==> src/rtl/subsample_8x8.sv <==
// subsample_8x8: 4:2:0 chroma subsampler. One 8x8 Cb/Cr block arrives row by
// row and leaves as a 4x4 block of 2x2 averages.
// Build option: define SUBSAMPLE_ROUND_EN for round-half-up averaging;
// without it the average is an arithmetic floor (sum >>> 2).

// One 2x2 average: two samples from the buffered even row, two from the live odd row.
module subsample_avg #(
  parameter int W = 9
) (
  input  logic signed [W-1:0] s0_i,
  input  logic signed [W-1:0] s1_i,
  input  logic signed [W-1:0] s2_i,
  input  logic signed [W-1:0] s3_i,
  output logic signed [W-1:0] res_o
);
  logic signed [W+1:0] sum, rnd, sh;

  // Two guard bits cover the 4-way sum without overflow.
  assign sum = {{2{s0_i[W-1]}}, s0_i} + {{2{s1_i[W-1]}}, s1_i}
             + {{2{s2_i[W-1]}}, s2_i} + {{2{s3_i[W-1]}}, s3_i};
`ifdef SUBSAMPLE_ROUND_EN
  assign rnd = sum + (W+2)'(2);
`else
  assign rnd = sum;
`endif
  assign sh    = rnd >>> 2;
  // The average of four W-bit samples always fits back into W bits.
  assign res_o = sh[W-1:0];
endmodule

module subsample_8x8 #(
  parameter int W    = 9,
  parameter int CH_W = 2
) (
  input  logic                       clock,
  input  logic                       reset_n,
  input  logic [CH_W-1:0]            ch,
  input  logic                       in_valid,
  output logic                       in_ready,
  input  logic [7:0][W-1:0]          in_row,
  output logic                       out_valid,
  input  logic                       out_ready,
  output logic [3:0][3:0][W-1:0]     block_out,
  output logic [CH_W-1:0]            out_ch,
  output logic                       err
);
  localparam logic [0:0] S_COLLECT = 1'b0;
  localparam logic [0:0] S_HOLD    = 1'b1;

  logic [0:0]            state_q, state_d;
  logic [2:0]            row_cnt_q;
  logic [7:0][W-1:0]     buf_q;
  logic [3:0][3:0][W-1:0] blk_q;
  logic [CH_W-1:0]       ch_q;
  logic                  err_q, err_d;
  logic [3:0][W-1:0]     avg_row;
  logic                  xfer, last_row, is_chroma;

  assign in_ready  = (state_q == S_COLLECT);
  assign out_valid = (state_q == S_HOLD);
  assign xfer      = in_valid && in_ready;
  assign last_row  = (row_cnt_q == 3'd7);
  assign is_chroma = (ch_q == CH_W'(1)) || (ch_q == CH_W'(2));
  assign block_out = blk_q;
  assign out_ch    = ch_q;
  assign err       = err_q;

  // One averager per output column, fed by the buffered even row and the live odd row.
  for (genvar g = 0; g < 4; g++) begin : g_col
    subsample_avg #(.W(W)) u_avg (
      .s0_i  (buf_q[2*g]),
      .s1_i  (buf_q[2*g+1]),
      .s2_i  (in_row[2*g]),
      .s3_i  (in_row[2*g+1]),
      .res_o (avg_row[g])
    );
  end

  // Next state: a chroma block holds its output until taken; a non-chroma block
  // is dropped at row 7 with a one-cycle error pulse.
  always_comb begin
    state_d = state_q;
    err_d   = 1'b0;
    case (state_q)
      S_COLLECT: if (xfer && last_row) begin
        if (is_chroma) state_d = S_HOLD;
        else           err_d   = 1'b1;
      end
      S_HOLD:    if (out_ready) state_d = S_COLLECT;
      default:   state_d = S_COLLECT;
    endcase
  end

  // Row accounting, even-row buffering and per-odd-row result capture.
  always_ff @(posedge clock) begin
    if (!reset_n) begin
      state_q   <= S_COLLECT;
      row_cnt_q <= 3'd0;
      buf_q     <= '0;
      blk_q     <= '0;
      ch_q      <= '0;
      err_q     <= 1'b0;
    end else begin
      state_q <= state_d;
      err_q   <= err_d;
      if (xfer) begin
        row_cnt_q <= row_cnt_q + 3'd1;
        if (row_cnt_q == 3'd0) ch_q <= ch;
        if (!row_cnt_q[0]) buf_q <= in_row;
        else               blk_q[row_cnt_q[2:1]] <= avg_row;
      end
    end
  end
endmodule
==> config.mk <==
export PLATFORM = sky130hd
export DESIGN_NAME = subsample_8x8
export DESIGN_NICKNAME = d
export VERILOG_FILES = /design/src/rtl/subsample_8x8.sv
export SDC_FILE = /design/constraint.sdc
export NUM_CORES = 1
export LEC_CHECK = 0
export ABC_AREA = 1
export CAP_MARGIN = 25
export CORE_MARGIN = 2
export CORE_UTILIZATION = 45
export DETAILED_ROUTE_END_ITERATION = 6
export GPL_TIMING_DRIVEN = 0
export PLACE_DENSITY = 0.74
export SYNTH_ARGS = -nofsm -noshare
export SYNTH_HDL_FRONTEND = slang
export SYNTH_SLANG_ARGS = --single-unit
==> constraint.sdc <==
create_clock -name clock -period 3.5 [get_ports clock]
set_input_delay 0.7 -clock clock [delete_from_list [all_inputs] [get_ports clock]]
set_output_delay 0.7 -clock clock [all_outputs]
set_load 0.03 [all_outputs]
---- Yosys cells after proc, flatten, opt, wreduce, memory -nomap -nowiden ----
Cells that the tools add are included.
operators by class
  muxes and demuxes ....................... 8
  reduce and logical (&&, ||, !) cells .... 9
  eq/ne operators ......................... 3
  magnitude comparators ................... 2
  bitwise logic cells ..................... 4
  add/sub/neg operators ................... 13
operators by type and width
  cell                   count
  $bwmux W144            1
  $add A11 B11 Y11       8
  $demux W36 S2          1
  $add A9 B9 Y10         4
  $mux W36               1
  $reduce_and A2 Y1      3
  $mux W1                4
  $not A1 Y1             4
  $add A3 B1 Y3 const B  1
  $eq A3 B3 Y1 const B   1
  $logic_and A1 B1 Y1    3
  $logic_not A3 Y1       1
  $lt A2 B3 Y1 const B   1
  $reduce_or A3 Y1       1
  $eq A2 B1 Y1 const B   1
  $eq A2 B2 Y1 const B   1
  $ge A2 B1 Y1 const B   1
  $pmux W1 S2            1
  $logic_or A1 B1 Y1     1
word-level totals
  register bits ........................... 223
  logic and storage cells ................. 67
  input bits .............................. 78
  output and inout port bits .............. 149

---- Longest topological paths before layout ----
Gate-level depths: netlist (run 1).
  word-level depth ........................ 5
  depth in mapped cells ................... 18
  mapped depth without buffers ............ 18

---- Modules after synthesis ----
A second synthesis (run 1) with hierarchy kept.
unflattened totals
  cell total of the unflattened synthesis .. 1765
  area total of the unflattened synthesis .. 12311.8 sq um
modules (own cells, without submodules)
  module         times used  seq. area each (sq um)  cells an instance  area an instance (sq um)
  subsample_8x8  1           4464.3                  1157               8293.0
  subsample_avg  4           0.0                     152                1004.7

---- Worst setup path before layout (run 1) ----
OpenSTA, ideal clock, no wires.
  path kind ............................... reg2reg
  start point ............................. register buf_q[54] in the netlist's numbering
  end point ............................... register blk_q (netlist bit block_out[106])
  path slack .............................. 0.528 ns
  period minus slack after synthesis ...... 2.972 ns
  buffers on the path ..................... 0
  setup time .............................. 0.109 ns
  required time ........................... 3.391 ns
  data arrival time ....................... 2.864 ns
  cell stages (with the launch flop) ...... 19
  path through ............................ dfxtp_1 ha_1 fa_1 nand3_1 nand2_1 nand2_1 nand2_1 a21oi_1 xor2_1 fa_1 ha_1 inv_1 o21bai_1 a21oi_1 nand2_1 nand2_1 nand3_1 nand2_1 inv_1
between the ends
  longest elaborated chain between the ends .. 4
RTL lines
  what                           line  RTL
  start, declared                52    logic [7:0][W-1:0] buf_q;
  start signal, assigned         109   if (!row_cnt_q[0]) buf_q <= in_row;
  $add A9 B9 Y10                 19    assign sum = {{2{s0_i[W-1]}}, s0_i} + {{2{s1_i[W-1]}}, s1_i}
  $add A11 B11 Y11 (2 in a row)  20    + {{2{s2_i[W-1]}}, s2_i} + {{2{s3_i[W-1]}}, s3_i};
  $bwmux W144                    110   else blk_q[row_cnt_q[2:1]] <= avg_row;
  end signal, assigned by index  110
  end, declared                  53    logic [3:0][3:0][W-1:0] blk_q;
No other way between the ends.
A chain may end at the register's enable or synchronous reset.

---- Worst setup path after layout (run 1) ----
  start point ............................. register buf_q[36] in the netlist's numbering
  end point ............................... register blk_q (netlist bit block_out[129])
Same word-level chain as after synthesis.

==> results of run 1 <==
## final timing paths
path / cells after the start / from / endpoint / slack (ps)
setup / recovery: 12 / buf_q[36] / block_out[129] / 60
hold / removal: 2 / buf_q[42] / buf_q[42] / 470
setup reg to reg: 12 / buf_q[36] / block_out[129] / 60
hold reg to reg: 2 / buf_q[42] / buf_q[42] / 470
## stage by stage
stage	hold WS [ps]	setup slack, ps	utilization (%)
2_1_floorplan	444	528	-
3_3_place_gp	452	77.1	55.6
3_5_place_dp	458	44.4	55.6
4_1_cts	468	81.3	58.8
5_1_grt	481	-42.6	59.1
6_report	467	62.8	59.1
## state kept, by name, summed over array words and instances, names as in the netlist
register	cells
out_ch	2
row_cnt_q	3
block_out	144
buf_q	72
out_valid	1
err	1
## routing by layer
layer	GRT usage [%]	up-vias	routed length (um)
li1	-	6062	-
met1	35.5	5684	17400
met2	44.5	539	18300
met3	3.82	104	3170
met4	12.5	0	1950
met5	0	-	0
## power groups by stage
stage               Sequential (mW)  Combinational, mW  Clock, mW
finish                         2.71               2.45       2.78
global route                   2.72               2.68       2.89
CTS                            2.71               2.33       2.80
detailed placement             2.76               2.31          0
global placement               2.76               2.27          0
floorplan                      2.83               1.43          0
## cell usage after synthesis
cell / count / area share, %
nand2_1: 322 / 9.5
inv_1: 252 / 7.4
nor2_1: 249 / 7.3
dfxtp_1: 223 / 35
nand3_1: 196 / 7.7
a21oi_1: 141 / 5.5
ha_1: 75 / 7.4
fa_1: 44 / 6.9
o21ai_0: 43 / 1.7
xor2_1: 40 / 2.8
o21ai_1: 25 / 0.98
buf_2: 23 / 0.91
buf_6: 15 / 1.3
buf_1: 14 / 0.41
clkbuf_1: 13 / 0.38
o21bai_1: 12 / 0.71
nand4_1: 10 / 0.49
buf_4: 8 / 0.47
nand3b_1: 8 / 0.47
nor2_2: 6 / 0.30
xnor2_1: 5 / 0.34
a22oi_1: 4 / 0.24
a31oi_1: 4 / 0.20
nand3_2: 4 / 0.31
nor3_1: 4 / 0.16
clkinv_2: 3 / 0.12
a211oi_2: 2 / 0.20
inv_2: 2 / 0.059
nand2b_1: 2 / 0.098
buf_8: 1 / 0.12
inv_4: 1 / 0.049
nand2_4: 1 / 0.089
nor2_4: 1 / 0.089
o32ai_1: 1 / 0.069
## repair_timing
action	in CTS	in global routing
endpoints found under the setup margin	0	50
buffers inserted	0	3
resized for setup	0	22
hold buffers	0	0
## cells by family after synthesis
group | after synthesis | synth area share, %
DFF | 223 | 35.1
AOI/OAI and AO/OA | 232 | 9.63
xor gates and xnor gates | 45 | 3.10
and+or+nand+nor | 803 | 26.6
adders and majority gates | 119 | 14.3
buffers and inverters | 332 | 11.3
## critical path: stages, from the launching register on
cell and delay (ps):
dfxtp_1 320, ha_1 240, fa_1 410, nand3_1 100
nand2_1 130, xor2_1 190, fa_1 470, ha_1 380
a21oi_1 170, nand2_1 130, xor2_1 640, o21ai_1 110
inv_1 80
## layout make-up
class / count / area (sq um)
fill: 2601 / 11400
multi-input combinational: 1199 / 6900
sequential: 223 / 4460
timing repair buffer: 229 / 2280
inverter: 258 / 975
clock buffer: 33 / 717
tap: 378 / 473
buffer: 74 / 460
clock inverter: 12 / 153
==> results.json, run 1 <==
{
  "status": "finished, final reports clean",
  "htreeDepth": 1,
  "vias": 12400,
  "pwr-share-clk_pct": 35.0,
  "crit_arrival_ps": 3920,
  "setup_tns_ps": 0,
  "grt_usage_pct": 27.1,
  "worst_hold_path_type": "reg2reg",
  "end_kind": "flop",
  "synth_fp_nets": 1951,
  "drive_gt1_share_pct": 6.61,
  "core_area_sq_mm": 0.0278,
  "comb_power_share_pct": 30.8,
  "start_kind": "flop",
  "synthDistinctLibCells": 34,
  "rows": 61,
  "drtAntennaViolNets": 0,
  "numCtsBuffers": 26,
  "wl_per_cell_um": 17.0,
  "p_seq_share_pct": 34.1,
  "overflow": 0,
  "worstSkewPairLatency_ps": 540,
  "p_total_mw": 7.94,
  "ioPinCount": 227,
  "cp.required_ps": 3980,
  "initial_core_util_pct": 45.8,
  "n_antenna_cell": 0,
  "design_area_sq_mm": 0.0164,
  "dr.pass1.iters": 6,
  "areaGrowthSynthToFinish_pct": 29.2,
  "critPathMaxFanout": 4,
  "p_sw_mw": 2.82,
  "drt_iter0_drc": 950,
  "p_sw_share_pct": 35.5,
  "viasPerCell": 5.15,
  "max_slew_margin_pct": 44.0,
  "antenna_found_initial": 0,
  "layout.nets": 2208,
  "place_area_sq_mm": 0.0155,
  "power_leakage_nw": 7.98,
  "yosysSeqAreaShare_pct": 35.1,
  "root_buffer": "clkbuf_16",
  "setup_viol": 0,
  "routed_wl_um": 40800,
  "dp_hpwl_um": 31900,
  "fmax_mhz": 291,
  "die_w_um": 172,
  "p_int_mw": 5.12,
  "drcViolationCount": 0,
  "synthCells": 1754,
  "vdd_drop_max_v": 0.000396,
  "post-route-min-period_ps": 3440,
  "worstSetupPathType": "reg2reg",
  "die_y_um": 172,
  "powerDensity_mw_per_mm2": 483,
  "skew_ps": 13.0,
  "ys_ff_latch": 223,
  "final_common_cell": "nand2_1",
  "cts_buffer_depth": 3,
  "drv_slew": 0,
  "hold_viol": 0,
  "syn_avg_cell_area_sq_um": 7.25,
  "grt_pass1_wl_um": 61900,
  "clkTransAtPathRegs_ps": 60,
  "final_cell_mix": "nand2_1, inv_1, nor2_1",
  "placed_cells": 2358,
  "stdcell_count": 2406,
  "netlist_area_sq_mm": 0.0127,
  "cts_tree": "built",
  "clock_sinks": 223,
  "post-route-period-util_pct": 98.2,
  "worstMarginPinSlew_ps": 837,
  "numPortBuffers": 226,
  "grt_max_degree": 14,
  "rsz0062_at_grt": "true",
  "drv_cap": 0,
  "yosys_warnings": 0,
  "dieArea_sq_mm": 0.0296,
  "place_congestion": 0.918,
  "grt_pass1_vias": 11800
}
No activity file was read; power rests on OpenSTA's default activity.
==> run 2, diff against run 1 <==
--- a/config.mk
+++ b/config.mk
@@ -7,7 +7,6 @@
 export LEC_CHECK = 0
 export ABC_AREA = 1
 export CAP_MARGIN = 25
-export CORE_MARGIN = 2
 export CORE_UTILIZATION = 45
 export DETAILED_ROUTE_END_ITERATION = 6
 export GPL_TIMING_DRIVEN = 0
==> run 2 against run 1 <==
Effect of this change: maximum frequency rose by 2.7%; global-route usage rose by 0.41 points; combinational power barely moved; final area barely moved; routed wire length fell by 0.87%; via count rose by 0.17%; critical path type unchanged.
==> results.json, run 2 (synthesized netlist as in run 1, its figures left out) <==
{
  "core_area_sq_mm": 0.0278,
  "setup_tns_ps": 0,
  "skew_ps": 15.7,
  "final_common_cell": "nand2_1",
  "wl_per_cell_um": 16.8,
  "rows": 61,
  "worstMarginPinSlew_ps": 763,
  "cts_tree": "built",
  "die_w_um": 170,
  "n_antenna_cell": 0,
  "startpoint": "buf_q[36]",
  "routed_wl_um": 40500,
  "antenna_found_initial": 0,
  "rrSetupSlack_ps": 150,
  "fin_util_pct": 59.2,
  "drv_slew": 0,
  "grt_max_degree": 14,
  "htreeDepth": 1,
  "vias": 12400,
  "grt_pass1_wl_um": 61500,
  "fill_cells": 2604,
  "crit_slowest_cell": "fa_1",
  "layout.nets": 2208,
  "worst_hold_path_type": "reg2reg",
  "final_cell_mix": "nand2_1, inv_1, nor2_1",
  "hold_slack_ps": 464,
  "drive_gt1_share_pct": 6.61,
  "numPortBuffers": 226,
  "clock_sinks": 223,
  "largest_reg_flops": 144,
  "fmax_mhz": 299,
  "worstSetupPathType": "reg2reg",
  "critPathMaxFanout": 5,
  "drcViolationCount": 0,
  "overflow": 0,
  "crit_chain": "ha_1, fa_1, nand3_1, nand2_1, a21oi_2, xor2_1, fa_1, ha_2, nand2_1, nor2_2, nand3_1, nand4_1, buf_4, nand3_1, nand2_1, inv_1",
  "cp_num_buf_inv": 2,
  "comb_power_share_pct": 31.3,
  "start_kind": "flop",
  "end_kind": "flop",
  "hold_path_depth": 2,
  "min_to": "buf_q[31]",
  "die_y_um": 170,
  "max_stage_delay_ps": 450,
  "dp_hpwl_um": 31700,
  "cts_hold_buf": 0,
  "status": "finished, final reports clean",
  "max_slew_margin_pct": 48.9,
  "p_sw_mw": 2.78,
  "min-delay-start": "buf_q[31]",
  "clkTransAtPathRegs_ps": 60,
  "drtAntennaViolNets": 0,
  "p_total_mw": 7.93,
  "crit_arrival_ps": 3770,
  "rr_endpoint": "block_out[134]",
  "vdd_drop_max_v": 0.000405,
  "post-route-period-util_pct": 95.7,
  "drt_iter0_drc": 1080,
  "power_leakage_nw": 7.98,
  "pre_cts_ws_ps": 13.2,
  "worstSkewPairLatency_ps": 520,
  "initial_core_util_pct": 45.8,
  "root_buffer": "clkbuf_16",
  "place_congestion": 0.946,
  "dr.pass1.iters": 5,
  "post-route-min-period_ps": 3350,
  "pwr-share-clk_pct": 34.5,
  "p_sw_share_pct": 35.1,
  "setup_viol": 0,
  "ioPinCount": 227,
  "reg2reg_depth": 16,
  "cts_buffer_depth": 3,
  "grt_pass1_vias": 11500,
  "dieArea_sq_mm": 0.0289,
  "viasPerCell": 5.16,
  "p_int_mw": 5.14,
  "powerDensity_mw_per_mm2": 482,
  "cpLargestDelayFamily": "adder cells",
  "drv_cap": 0,
  "fin_ws_ps": 152,
  "grt_usage_pct": 27.6,
  "numCtsBuffers": 25,
  "reg2reg_from": "buf_q[36]",
  "rsz0062_at_grt": "true",
  "cp.required_ps": 3920,
  "hold_viol": 0,
  "p_seq_share_pct": 34.2,
  "areaGrowthSynthToFinish_pct": 29.2
}
run 2: how the worst max path moves through the flow:
stage | endpoint | depth (start not counted) | slack (ps)
4_1_cts | block_out[89] | 17 | 80
3_5_place_dp | block_out[93] | 9 | 10
6_report | block_out[134] | 16 | 150
5_1_grt | block_out[116] | 16 | -30
2_1_floorplan | block_out[106] | 18 | 530
3_3_place_gp | block_out[21] | 9 | 70
run 2: per-layer routing:
| metal | up-vias | track usage [%] | wire length (um) |
|---|---|---|---|
| met1 | 5702 | 35.3 | 17100 |
| met3 | 102 | 4.56 | 3440 |
| li1 | 6062 | - | - |
| met5 | - | 0 | 0 |
| met2 | 544 | 45.0 | 18100 |
| met4 | 0 | 13.2 | 1890 |
run 2: through the flow:
stage          cells  instance area, sq um
4_1_cts         2400                 16300
3_5_place_dp    2358                 15500
5_1_grt         2404                 16400
2_1_floorplan   1754                 12700
6_report        2404                 16400
3_3_place_gp    2358                 15500
run 2: what timing repair did:
item / 4_1_cts / 5_1_grt
hold endpoints to repair: 0 / 0
endpoints found under the setup margin: 0 / 53
buffers inserted: 0 / 4
resized for setup: 0 / 25
run 2: worst reg2reg max path, cell delays in order, from the launching register on:
cell	delay, ps
dfxtp_1	320
ha_1	230
fa_1	410
nand3_1	110
nand2_1	130
a21oi_2	180
xor2_1	220
fa_1	450
ha_2	380
nand2_1	90
nor2_2	140
nand3_1	110
nand4_1	110
buf_4	150
nand3_1	100
nand2_1	70
inv_1	40
run 2: layout make-up:
type | count | area, sq um | area share, %
repair buffers | 230 | 2300 | 14.0
well taps | 378 | 473 | 2.88
plain buffers | 74 | 460 | 2.80
clock inverters | 10 | 160 | 0.975
clock buffers | 32 | 682 | 4.15
multi-input cells | 1199 | 6910 | 42.1
inverters | 258 | 975 | 5.93
flip-flops and latches | 223 | 4460 | 27.2
run 2: power by group through the flow:
stage | Sequential, mW | Combinational, mW | Clock, mW
global placement | 2.76 | 2.27 | 0
CTS | 2.71 | 2.33 | 2.75
global route | 2.72 | 2.71 | 2.86
floorplan | 2.83 | 1.43 | 0
detailed placement | 2.76 | 2.31 | 0
finish | 2.71 | 2.48 | 2.74
